$ cat src/rtl/sram_test_sequencer.sv
// Write-all / read-all SRAM test sequencer: one data pattern per pass, read words paired with
// expected values for the result checker. Optional LFSR pattern 3 with macro SRAM_SEQ_LFSR_EN.
module sram_test_sequencer #(
  parameter int ADDR_BITS = 20,
  parameter int DATA_BITS = 16
) (
  input  logic                 clk,
  input  logic                 reset_n,
  input  logic                 start,
  input  logic                 loop,
  input  logic                 stop,
  output logic                 mem_req,
  output logic                 mem_write,
  output logic [ADDR_BITS-1:0] mem_addr,
  output logic [DATA_BITS-1:0] mem_wdata,
  input  logic                 mem_ready,
  input  logic                 mem_rvalid,
  input  logic [DATA_BITS-1:0] mem_rdata,
  output logic                 chk_enable,
  output logic [DATA_BITS-1:0] chk_read_data,
  output logic [DATA_BITS-1:0] chk_expected_data,
  output logic                 busy,
  output logic                 done,
  output logic [1:0]           pattern,
  output logic [15:0]          iteration
);

  typedef enum logic [2:0] {IDLE, WR, RD, RD_WAIT, CHK, NEXT, DONE} state_e;

  localparam logic [ADDR_BITS-1:0] LAST_ADDR = '1;

  state_e                 state_q, state_d;
  logic [ADDR_BITS-1:0]   addr_q, addr_d;
  logic [1:0]             pattern_q, pattern_d;
  logic [15:0]            iteration_q, iteration_d;
  logic [DATA_BITS-1:0]   rdata_q, rdata_d;
  logic [DATA_BITS-1:0]   expected_q, expected_d;
  logic [DATA_BITS-1:0]   pat_word;
  logic                   last_addr;

`ifdef SRAM_SEQ_LFSR_EN
  localparam logic [15:0] LFSR_SEED = 16'hACE1;
  logic [15:0]            lfsr_q, lfsr_d, lfsr_step;
  logic [DATA_BITS-1:0]   lfsr_word;

  // Galois form of x^16+x^14+x^13+x^11+1, shifting right.
  assign lfsr_step = {1'b0, lfsr_q[15:1]} ^ (lfsr_q[0] ? 16'hB400 : 16'h0000);

  always_comb begin
    lfsr_word = '0;
    for (int i = 0; i < DATA_BITS; i++) lfsr_word[i] = lfsr_q[i % 16];
  end
`endif

  assign last_addr = (addr_q == LAST_ADDR);

  // Data for the current (pattern, address); used both as write data and as read expectation.
  always_comb begin
    logic [DATA_BITS-1:0] a_ext;
    logic [DATA_BITS-1:0] alt;
    a_ext = DATA_BITS'(addr_q);
    alt   = addr_q[0] ? {(DATA_BITS/2){2'b10}} : {(DATA_BITS/2){2'b01}};
    unique case (pattern_q)
      2'd0:    pat_word = a_ext;
      2'd1:    pat_word = ~a_ext;
      2'd2:    pat_word = alt;
`ifdef SRAM_SEQ_LFSR_EN
      default: pat_word = lfsr_word;
`else
      default: pat_word = ~alt;
`endif
    endcase
  end

  // NOTE: every *_d gets its hold value first so no path through the case infers a latch.
  always_comb begin
    state_d     = state_q;
    addr_d      = addr_q;
    pattern_d   = pattern_q;
    iteration_d = iteration_q;
    rdata_d     = rdata_q;
    expected_d  = expected_q;
`ifdef SRAM_SEQ_LFSR_EN
    lfsr_d      = lfsr_q;
`endif
    unique case (state_q)
      IDLE, DONE: begin
        if (start) begin
          state_d     = WR;
          addr_d      = '0;
          pattern_d   = 2'd0;
          iteration_d = 16'd0;
`ifdef SRAM_SEQ_LFSR_EN
          lfsr_d      = LFSR_SEED;
`endif
        end
      end
      WR: begin
        if (mem_ready) begin
`ifdef SRAM_SEQ_LFSR_EN
          lfsr_d = last_addr ? LFSR_SEED : lfsr_step;
`endif
          if (last_addr) begin
            state_d = RD;
            addr_d  = '0;
          end else begin
            addr_d = addr_q + 1'b1;
          end
        end
      end
      RD: begin
        if (mem_ready) state_d = RD_WAIT;
      end
      RD_WAIT: begin
        if (mem_rvalid) begin
          rdata_d    = mem_rdata;
          expected_d = pat_word;
          state_d    = CHK;
`ifdef SRAM_SEQ_LFSR_EN
          lfsr_d     = lfsr_step;
`endif
        end
      end
      CHK: begin
        if (last_addr) begin
          state_d = NEXT;
        end else begin
          addr_d  = addr_q + 1'b1;
          state_d = RD;
        end
      end
      NEXT: begin
        if (stop || (pattern_q == 2'd3 && !loop)) begin
          state_d = DONE;
        end else begin
          pattern_d = pattern_q + 2'd1;
          if (pattern_q == 2'd3) iteration_d = iteration_q + 16'd1;
          addr_d  = '0;
          state_d = WR;
`ifdef SRAM_SEQ_LFSR_EN
          lfsr_d  = LFSR_SEED;
`endif
        end
      end
      default: state_d = IDLE;
    endcase
  end

  // NOTE: state uses non-blocking assignments so every register samples pre-edge values.
  always_ff @(posedge clk) begin
    if (!reset_n) begin
      state_q     <= IDLE;
      addr_q      <= '0;
      pattern_q   <= 2'd0;
      iteration_q <= 16'd0;
      rdata_q     <= '0;
      expected_q  <= '0;
`ifdef SRAM_SEQ_LFSR_EN
      lfsr_q      <= LFSR_SEED;
`endif
    end else begin
      state_q     <= state_d;
      addr_q      <= addr_d;
      pattern_q   <= pattern_d;
      iteration_q <= iteration_d;
      rdata_q     <= rdata_d;
      expected_q  <= expected_d;
`ifdef SRAM_SEQ_LFSR_EN
      lfsr_q      <= lfsr_d;
`endif
    end
  end

  // Request signals derive from registered state, so they stay stable until accepted.
  assign mem_req           = (state_q == WR) || (state_q == RD);
  assign mem_write         = (state_q == WR);
  assign mem_addr          = addr_q;
  assign mem_wdata         = (state_q == WR) ? pat_word : '0;
  assign chk_enable        = (state_q == CHK);
  assign chk_read_data     = rdata_q;
  assign chk_expected_data = expected_q;
  assign busy              = (state_q != IDLE) && (state_q != DONE);
  assign done              = (state_q == DONE);
  assign pattern           = pattern_q;
  assign iteration         = iteration_q;

endmodule
$ cat config.mk
export PLATFORM = sky130hd
export DESIGN_NAME = sram_test_sequencer
export DESIGN_NICKNAME = d
export VERILOG_FILES = /design/src/rtl/sram_test_sequencer.sv
export SDC_FILE = /design/constraint.sdc
export NUM_CORES = 1
export LEC_CHECK = 0
export ABC_AREA = 1
export CAP_MARGIN = 20
export CORE_MARGIN = 4
export CORE_UTILIZATION = 49
export CTS_CLUSTER_DIAMETER = 80
export DETAILED_ROUTE_END_ITERATION = 10
export HOLD_SLACK_MARGIN = 0.08
export PLACE_DENSITY = 0.84
export REMOVE_ABC_BUFFERS = 1
export SYNTH_ARGS = -nofsm -noshare
export SYNTH_HDL_FRONTEND = slang
export SYNTH_SLANG_ARGS = --single-unit
$ cat constraint.sdc
create_clock -name clk -period 2.3 [get_ports clk]
set_clock_uncertainty 0.1 [all_clocks]
set_input_delay 0.46 -clock clk [delete_from_list [all_inputs] [get_ports clk]]
set_output_delay 0.46 -clock clk [all_outputs]
set_load 0.05 [all_outputs]
* Word level (Yosys, flattened, before mapping)
Index checks and enable logic that the tools add are counted.
Storage, ports and cells: flip-flop bits (word level) 73, input bits 23, output and inout bits 91, logic and storage cells 70
Operators by class: mux-type cells 24, add/subtract/negate cells 3, equal/unequal tests 19, reductions and logical operators 16, bitwise operators 2
Operators by type and width (number):
- 20-bit two-way mux | 5
- 16-bit two-way mux | 5
- 20-bit case mux with 4 select lines | 1
- 16-bit case mux with 3 select lines | 1
- 16-bit inverter | 2
- 16-bit case mux with 2 select lines | 1
- 3-bit two-way mux | 7
- 20-bit by 1-bit adder with 20-bit output, second input constant | 1
- 20-bit equality test, second input constant | 1
- 3-bit case mux with 6 select lines | 1
- 16-bit by 1-bit adder with 16-bit output, second input constant | 1
- 2-bit != test, second input constant | 6
- 5-bit AND reduction | 2
- 3-bit equality test, second input constant | 3
- 3-bit by 2-bit equality test with 1-bit output, second input constant | 2
- 2-bit equality test, second input constant | 2
- 2-bit two-way mux | 2
- 2-bit by 1-bit != test with 1-bit output, second input constant | 2
- 2-bit case mux with 2 select lines | 1
- 4-bit AND reduction | 1
- 4-bit nonzero test | 1
- 3-bit by 1-bit equality test with 1-bit output, second input constant | 1
- 3-bit logical NOT | 1
- 3-bit != test, second input constant | 1
- other kinds (11) | 13

* Logic depth before layout (Yosys ltp)
Gate-level depths: netlist (run 1).
word-level depth 5, gate-level depth with buffers 12, gate-level depth less buffers 11

* Worst setup path before layout (run 1)
Ideal clock, no wire load.
path kind reg-to-output, start point register pattern_q[1] (netlist: pattern[1]), end point output port mem_wdata[1], arrival time 2.238 ns, slack -0.498 ns, path buffers 2, required time 1.740 ns, cell stages (with the launch flop) 9, cell sequence dfxtp_1 > inv_1 > ha_1 > clkbuf_1 > clkbuf_1 > nand2_1 > o211ai_1 > o21ai_0 > nor2_1
On the way: cells in the longest elaborated chain, start to end 3, elaborated cells on any way between the ends 5, those cells by class eq/ne (2); mux (2); reduce/logical (1)
RTL lines:
- start, declared | RTL line 34 | logic [1:0] pattern_q, pattern_d;
- start signal, assigned | RTL line 164 | pattern_q <= pattern_d;
- 2-bit equality test (tied with other cells) | RTL line 63 | unique case (pattern_q)
- 16-bit case mux with 3 select lines * | RTL line 63
- 16-bit two-way mux * | RTL line 178 | assign mem_wdata = (state_q == WR) ? pat_word : '0;
- end, declared | RTL line 15 | output logic [DATA_BITS-1:0] mem_wdata,
Mark *: on every way between the ends. The rest lies on a longest branch, timed or not.

* Worst setup path after layout (run 1)
start point register pattern_q[0] (netlist: pattern[0]), end point output port mem_wdata[1]
The elaborated chain is that of the path after synthesis.

==> results of run 1 <==
==> routing by layer <==
metal | part of all wire, % | wire, µm | up-vias | track usage (%)
met2 | 51 | 7290 | 272 | 45.2
met3 | 8.6 | 1220 | 43 | 6.39
li1 | - | - | 2281 | -
met1 | 38 | 5350 | 2234 | 27.3
met4 | 2.6 | 374 | 0 | 7.98
met5 | 0 | 0 | - | 0
==> registers in the layout, summed over array words and instances (netlist names) <==
signal,cells
chk_expected_data,16
pattern,2
chk_read_data,16
state_q,3
iteration,16
mem_addr,20
==> kinds of logic after synthesis <==
| kind of cell | synth area share, % |
|---|---|
| simple gates | 33.1 |
| compound gates | 18.9 |
| buf+inv | 9.99 |
| flops | 35.0 |
| fa+ha+maj | 2.10 |
| xor+xnor | 0.840 |
==> critical path, stage by stage, from the launching register on <==
cell                       delay (ns)
sky130_fd_sc_hd__dfxtp_4         0.41
sky130_fd_sc_hd__inv_4           0.06
sky130_fd_sc_hd__ha_4            0.18
sky130_fd_sc_hd__buf_8           0.15
sky130_fd_sc_hd__nand2_1         0.08
sky130_fd_sc_hd__o211ai_1        0.09
sky130_fd_sc_hd__o21ai_1         0.27
sky130_fd_sc_hd__nor2_2          0.09
sky130_fd_sc_hd__buf_12          0.15
==> synth_stat cells (all sizes together) <==
master	n
nand4	10
nand3b	4
o21ai	68
clkbuf	11
dfxtp	73
o21a	2
nor2	110
a21o	1
nor3	10
a211oi	1
nand3	36
inv	63
xor2	4
o211a	1
nor4	1
a21oi	66
buf	16
a31oi	1
o211ai	3
nand2	127
ha	7
==> power groups by stage <==
stage	clock network, mW	registers [mW]	logic [mW]
floorplan	0	1.66	1.56
detailed placement	0	1.45	2.87
CTS	1.06	1.43	3.35
global route	1.12	1.46	4.28
finish	1.07	1.46	4.10
global placement	0	1.44	2.82
==> cell usage in the layout (no fill, tap or decap), types with 3 or more instances in the layout <==
master | netlist | final
sky130_fd_sc_hd__a21oi_1 | 55 | 42
sky130_fd_sc_hd__a21oi_2 | 11 | 20
sky130_fd_sc_hd__a21oi_4 | 0 | 4
sky130_fd_sc_hd__buf_12 | 1 | 20
sky130_fd_sc_hd__buf_4 | 10 | 38
sky130_fd_sc_hd__buf_6 | 1 | 3
sky130_fd_sc_hd__buf_8 | 1 | 3
sky130_fd_sc_hd__clkbuf_8 | 0 | 10
sky130_fd_sc_hd__clkdlybuf4s50_1 | 0 | 89
sky130_fd_sc_hd__clkinvlp_4 | 0 | 4
sky130_fd_sc_hd__dfxtp_1 | 73 | 69
sky130_fd_sc_hd__ha_1 | 7 | 3
sky130_fd_sc_hd__ha_4 | 0 | 4
sky130_fd_sc_hd__inv_1 | 56 | 51
sky130_fd_sc_hd__inv_2 | 6 | 6
sky130_fd_sc_hd__inv_4 | 1 | 4
sky130_fd_sc_hd__nand2_1 | 116 | 109
sky130_fd_sc_hd__nand2_2 | 7 | 10
sky130_fd_sc_hd__nand2_4 | 4 | 6
sky130_fd_sc_hd__nand3_1 | 33 | 33
sky130_fd_sc_hd__nand3b_1 | 3 | 3
sky130_fd_sc_hd__nand4_1 | 9 | 9
sky130_fd_sc_hd__nor2_1 | 102 | 75
sky130_fd_sc_hd__nor2_2 | 5 | 24
sky130_fd_sc_hd__nor2_4 | 2 | 10
sky130_fd_sc_hd__nor3_1 | 7 | 7
sky130_fd_sc_hd__o211ai_1 | 3 | 3
sky130_fd_sc_hd__o21ai_0 | 55 | 39
sky130_fd_sc_hd__o21ai_1 | 11 | 14
sky130_fd_sc_hd__o21ai_2 | 2 | 10
sky130_fd_sc_hd__o21ai_4 | 0 | 5
sky130_fd_sc_hd__xor2_1 | 4 | 4
==> through the flow <==
| step | utilization [%] | hold slack (ns) | area [µm²] | worst slack [ns] |
|---|---|---|---|---|
| CTS | 72.6 | 0.388 | 5990 | -0.0426 |
| detailed placement | 67.5 | 0.376 | 5580 | 0.0921 |
| finish | 77.8 | 0.385 | 6420 | -0.109 |
| floorplan | - | 0.444 | 3990 | -0.308 |
| global route | 77.8 | 0.413 | 6420 | -0.144 |
| global placement | 67.5 | 0.371 | 5580 | 0.185 |
==> area by class of cell <==
cell class / count / area (µm²) / area share, %
clock buffer: 10 / 138 / 2.14
clock inverter: 6 / 67.6 / 1.05
inverter: 63 / 254 / 3.95
multi-input combinational: 452 / 2670 / 41.6
sequential: 73 / 1470 / 22.9
tap: 105 / 131 / 2.04
timing repair buffer: 155 / 1690 / 26.3
==> worst min-delay path by stage <==
stage              endpoint  slack, ns  depth (start not counted)
2_1_floorplan    state_q[1]       0.44                          2
3_3_place_gp   iteration[9]       0.37                          2
3_5_place_dp   iteration[9]       0.38                          2
4_1_cts        iteration[9]       0.39                          2
5_1_grt        iteration[9]       0.41                          2
6_report       iteration[9]       0.39                          2
==> what timing repair did <==
action                     CTS  global route
resized for setup           43            91
buffers inserted            16             9
cloned                       2             0
setup endpoints to repair   17            17
pin swaps                   11            23
==> results.md, run 1 <==
- Cell Area, Synth: ~4200 µm²
- Final worst path period need: roughly 2.4 ns
- Initial antenna violation count: 0
- Last weighted congestion value of the routability-driven placer: 0.882
- Switching portion of total power: 46.3%
- FF-to-FF End: chk_expected_data[13]
- Clk_lat worst skew: ~0.36 ns
- Share of power burned in the clock network: between 10% and 20%
- Number of cells produced by synthesis: roughly 620
- Peak fanout along the critical path: 8
- Total core area: 8260 µm²
- Remaining DRCs: 0
- Starting DRT DRC Count: 302
- Depth of the worst register-to-register path: 13
- Hold buffer count at cts: 0
- Clock sink count: 73
- Share of the synthesized area in the top cell type: 35.0%
- Peak supply drop: 0.736 mV
- Average cell area after synthesis: 6.78 µm²
- Synth Register Bits: 73
- Final setup slack of the worst path: -0.109 ns
- Final cell count without fillers: 864
- Layout overhead on the synthesized area: 54.1%
- Row count: 33
- Reported max-cap violation count: 0
- Design internal power: 3.56 mW
- Global routing usage summed across all routing layers: 24.6%
- Area of the die: 10100 µm²
- Critical hold path startpoint: iteration[9]
- Static power due to leakage: approximately 2.4 nW
- Die Y: 100 µm
- Total power per unit cell area: roughly 1000 nW/µm²
- Remaining number of nets flagged by the antenna check after routing: 0
- Share of layout cells above drive strength 1: around a quarter
- Max Fclk: 0.415 GHz
- Clock root buffer: sky130_fd_sc_hd__clkbuf_8
- Leading area contributor after synthesis: sky130_fd_sc_hd__dfxtp_1
- Sequential Power Share: 22.0%
- First-pass GRT wire length: just over 20000 µm
- Top-level I/O count: roughly 110
- Vias in the first global route: roughly 4.4k
- Nets@finish: 784
- Post-detail-place hpwl: between 9000 and 10000 µm
- Number of levels the H-tree was split into: 3
- Worst Max-Slew Pin Slew: slightly above 0.6 ns
- Violated checks: negative setup slack
- Count of vias placed by the detailed router: about 4.8k
- Share of power burned in combinational logic: 61.9%
- Setup-violating endpoint count in the final report: 11
- Synth unique cells: 41
- Beginning of the worst register-to-register path: pattern[1]
- Critical path class: flop to output pin
- Pin count of the biggest net entering global routing: 33
- Count of port buffers added during placement: 113
- Fin Setup TNS: -0.409 ns
- Crit path DAT: around 1.9 ns
- Worst Setup SP: pattern[0]
- Detail-routed net length per standard cell: 16.5 µm
- Number of instances in the placed design: approximately 820
- Portion of the clock cycle consumed by the worst path in the final layout: 105%
- R2R setup slack: about 0.090 ns
- Switching component of the power: 3.06 mW
- Drt total wl: 14200 µm
- TritonCTS clock tree: done
- Die X: between 100 and 150 µm
- Proportion of synthesized chip area in sequential cells: 35.0%
- Via-per-instance ratio: 5.59
- CP Capture Type: output pin
- Remaining Overflow, GRT: 0
- Number of warnings printed during yosys synthesis: 0
- Startpoint kind of the worst setup timing path: flop
- Final-report max-slew violation count: 0
- Leading cell types by total area after synthesis: sky130_fd_sc_hd__dfxtp_1 (35%), sky130_fd_sc_hd__nand2_1 (10%), sky130_fd_sc_hd__nor2_1 (9.2%)
- Number of hold violations in the final report: 0
- Number of fill cells in the layout: 575
- Clock-pin slew on the worst setup and hold paths: 0.08 ns
- WP data required: about 1.7 ns
- Clock Path Buffers: 2
- Router iterations before antenna repair: 7
- Starting density of the core: 50.5%
- Antenna fix cells: 0
- Setup repair after global routing missed its margin: yes
- Last element of the critical path: mem_wdata[1]
- Post-layout power: 6.62 mW
- Worst Hold Class: flop to flop
- Run status: finished, violations left
- Slew margin rel.: 58.7%
- Clock buffer count from CTS: 9
No activity file was read; power rests on OpenSTA's default activity.
==> inputs of run 2 (changes only) <==
PLACE_DENSITY = 0.81   (was 0.84)
SKIP_LAST_GASP = 1   (was not set)
SLEW_MARGIN = 30   (was not set)
==> run 2 against run 1 <==
Flip-flop and latch count did not move. Clock power increased by 5%. The run still ends with negative setup slack left. Power is 4.9% lower.
==> results.md, run 2 (synthesis gave the netlist of run 1 again) <==
- Run status: finished, violations left
- Violated checks: negative setup slack
- Clock sink count: 73
- Share of layout cells above drive strength 1: a little under a quarter
- Worst Setup SP: pattern[0]
- Die X: 100 µm
- Top-level I/O count: 114
- Total power per unit cell area: 1010 nW/µm²
- Post-detail-place hpwl: between 8000 and 9000 µm
- Starting DRT DRC Count: 267
- First-pass GRT wire length: 19800 µm
- Router iterations before antenna repair: 5
- Post-layout power: ~6.3 mW
- Final setup slack of the worst path: -0.0380 ns
- Nets@finish: between 700 and 800
- Clock buffer count from CTS: 9
- Remaining number of nets flagged by the antenna check after routing: 0
- Fin Setup TNS: -0.0542 ns
- Global routing usage summed across all routing layers: 23.8%
- WP data required: between 1.5 and 2 ns
- Number of instances in the placed design: 822
- Antenna fix cells: 0
- Count of vias placed by the detailed router: between 4k and 5k
- Row count: 33
- Depth of the worst register-to-register path: 10
- Clock-pin slew on the worst setup and hold paths: 0.08 ns
- Via-per-instance ratio: 5.43
- Setup repair after global routing missed its margin: yes
- Static power due to leakage: 2.37 nW
- Clock Path Buffers: 2
- Utilization after layout: about three quarters
- Pin count of the biggest net entering global routing: 33
- Number of hold violations in the final report: 0
- Portion of the clock cycle consumed by the worst path in the final layout: 102%
- Final worst path period need: 2.34 ns
- Starting density of the core: between 50% and 60%
- Count of port buffers added during placement: between 100 and 150
- Number of fill cells in the layout: 605
- Worst Max-Slew Pin Slew: about 0.58 ns
- Slew margin rel.: 61.6%
- Cells traversed along the worst timing path: inv_2 -> ha_4 -> buf_6 -> nor2_1 -> a21oi_1 -> o21ai_1 -> nor2_2 -> buf_12
- Leading cell type in the layout, fill and taps excluded: sky130_fd_sc_hd__nand2_1
- Clk_lat worst skew: 0.35 ns
- Peak fanout along the critical path: 8
- Crit path DAT: 1.78 ns
- Total core area: 8260 µm²
- Cell count of the worst hold path: 2
- Last element of the critical path: mem_wdata[10]
- Final-report max-slew violation count: 0
- TritonCTS clock tree: done
- Number of levels the H-tree was split into: 3
- Vias in the first global route: 4287
- Peak supply drop: 0.601 mV
- Detail-routed net length per standard cell: 15.0 µm
- Die Y: 100 µm
- Final cell count without fillers: 850
- Combined area of the multi-input logic cells: approximately 2600 µm²
- R2R setup slack: 0.27 ns
- Startpoint kind of the worst setup timing path: flop
- Beginning of the worst register-to-register path: mem_addr[0]
- Design Area, Final: 6210 µm²
- Leading cell types in the layout, fill and taps excluded: sky130_fd_sc_hd__nand2_1 (110), sky130_fd_sc_hd__clkdlybuf4s50_1 (89), sky130_fd_sc_hd__nor2_1 (83), sky130_fd_sc_hd__dfxtp_1 (70), sky130_fd_sc_hd__inv_1 (52)
- Worst Hold Class: flop to flop
- Register cell area after layout: 1470 µm²
- Slowest stage cell, crit path: sky130_fd_sc_hd__dfxtp_4
- Remaining DRCs: 0
- Dpl cell area: 5580 µm²
- Area of the die: 10100 µm²
- Clock root buffer: sky130_fd_sc_hd__clkbuf_8
- Drt total wl: 12800 µm
- Initial antenna violation count: 0
- Setup-violating endpoint count in the final report: 3
- Critical path class: flop to output pin
- Crit-path max cell delay: between 0.3 and 0.4 ns
- FF-to-FF End: mem_addr[18]
- Last weighted congestion value of the routability-driven placer: around 0.9
- Layout overhead on the synthesized area: 49.0%
- Reported max-cap violation count: 0
- Max reg flops: 20
- CP Capture Type: output pin
- Max Fclk: 0.428 GHz
- Remaining Overflow, GRT: 0
run 2: cell types whose count changed in the layout (fill, tap and decap cells not counted), sizes merged:
cell,change
bufinv,+1
clkinv,+1
inv,+2
buf,-14
dlymetal6s2s,-1
clkinvlp,-3
run 2: power by group:
group          leakage (nW)  internal [mW]  switching, mW
Sequential            0.591           1.35          0.104
Combinational          1.67           1.53           2.19
Clock                 0.109          0.610          0.510
Total                  2.37           3.49           2.80
run 2: final cells by class:
cell class	instances	share of cell area, %
multi-input combinational	452	41.1
clock inverter	7	1.53
clock buffer	9	1.99
tap	105	2.11
inverter	63	3.93
timing repair buffer	141	25.6
sequential	73	23.7
run 2: worst min path at each step:
stage,from,end,slack (ns)
floorplan,state_q[1],state_q[1],0.44
global placement,iteration[9],iteration[9],0.37
detailed placement,iteration[9],iteration[9],0.38
CTS,pattern[1],pattern[1],0.38
global route,iteration[9],iteration[9],0.43
finish,iteration[9],iteration[9],0.39
run 2: critical path, delay by kind of cell (launching register included):
kind	cells	cell delay, ns
flip-flops	1	0.38
buffers and inverters	3	0.35
AO/OA/AOI/OAI	2	0.26
AND/OR/NAND/NOR	2	0.25
adder cells (fa/ha/maj)	1	0.17
run 2: through the flow:
| step | worst slack (ns) | hold WS, ns |
|---|---|---|
| final | -0.0380 | 0.394 |
| after global routing | -0.111 | 0.425 |
| after CTS | -0.00235 | 0.384 |
| after detailed placement | 0.149 | 0.383 |
| after global placement | 0.184 | 0.371 |
| after floorplan | -0.308 | 0.444 |
run 2: repair_timing:
action / 4_1_cts / 5_1_grt
endpoints found under the setup margin: 16 / 34
pin swaps: 12 / 13
setup buffers: 9 / 1
hold endpoints to repair: 0 / 0
gates resized for setup: 43 / 62
gates cloned: 0 / 2
hold buffers: 0 / 0
run 2: per-layer routing:
layer / up-vias / track usage (%) / routed length (µm)
li1: 2256 / - / -
met1: 2131 / 29.1 / 5330
met2: 203 / 40.0 / 6120
met3: 29 / 7.37 / 1040
met4: 0 / 7.56 / 304
met5: - / 0 / 0
==> inputs of run 3 (changes only) <==
CTS_CLUSTER_DIAMETER = 100   (was 80)
==> results of run 3 <==
Final layout, timing and power as in run 2 (identical DEF).
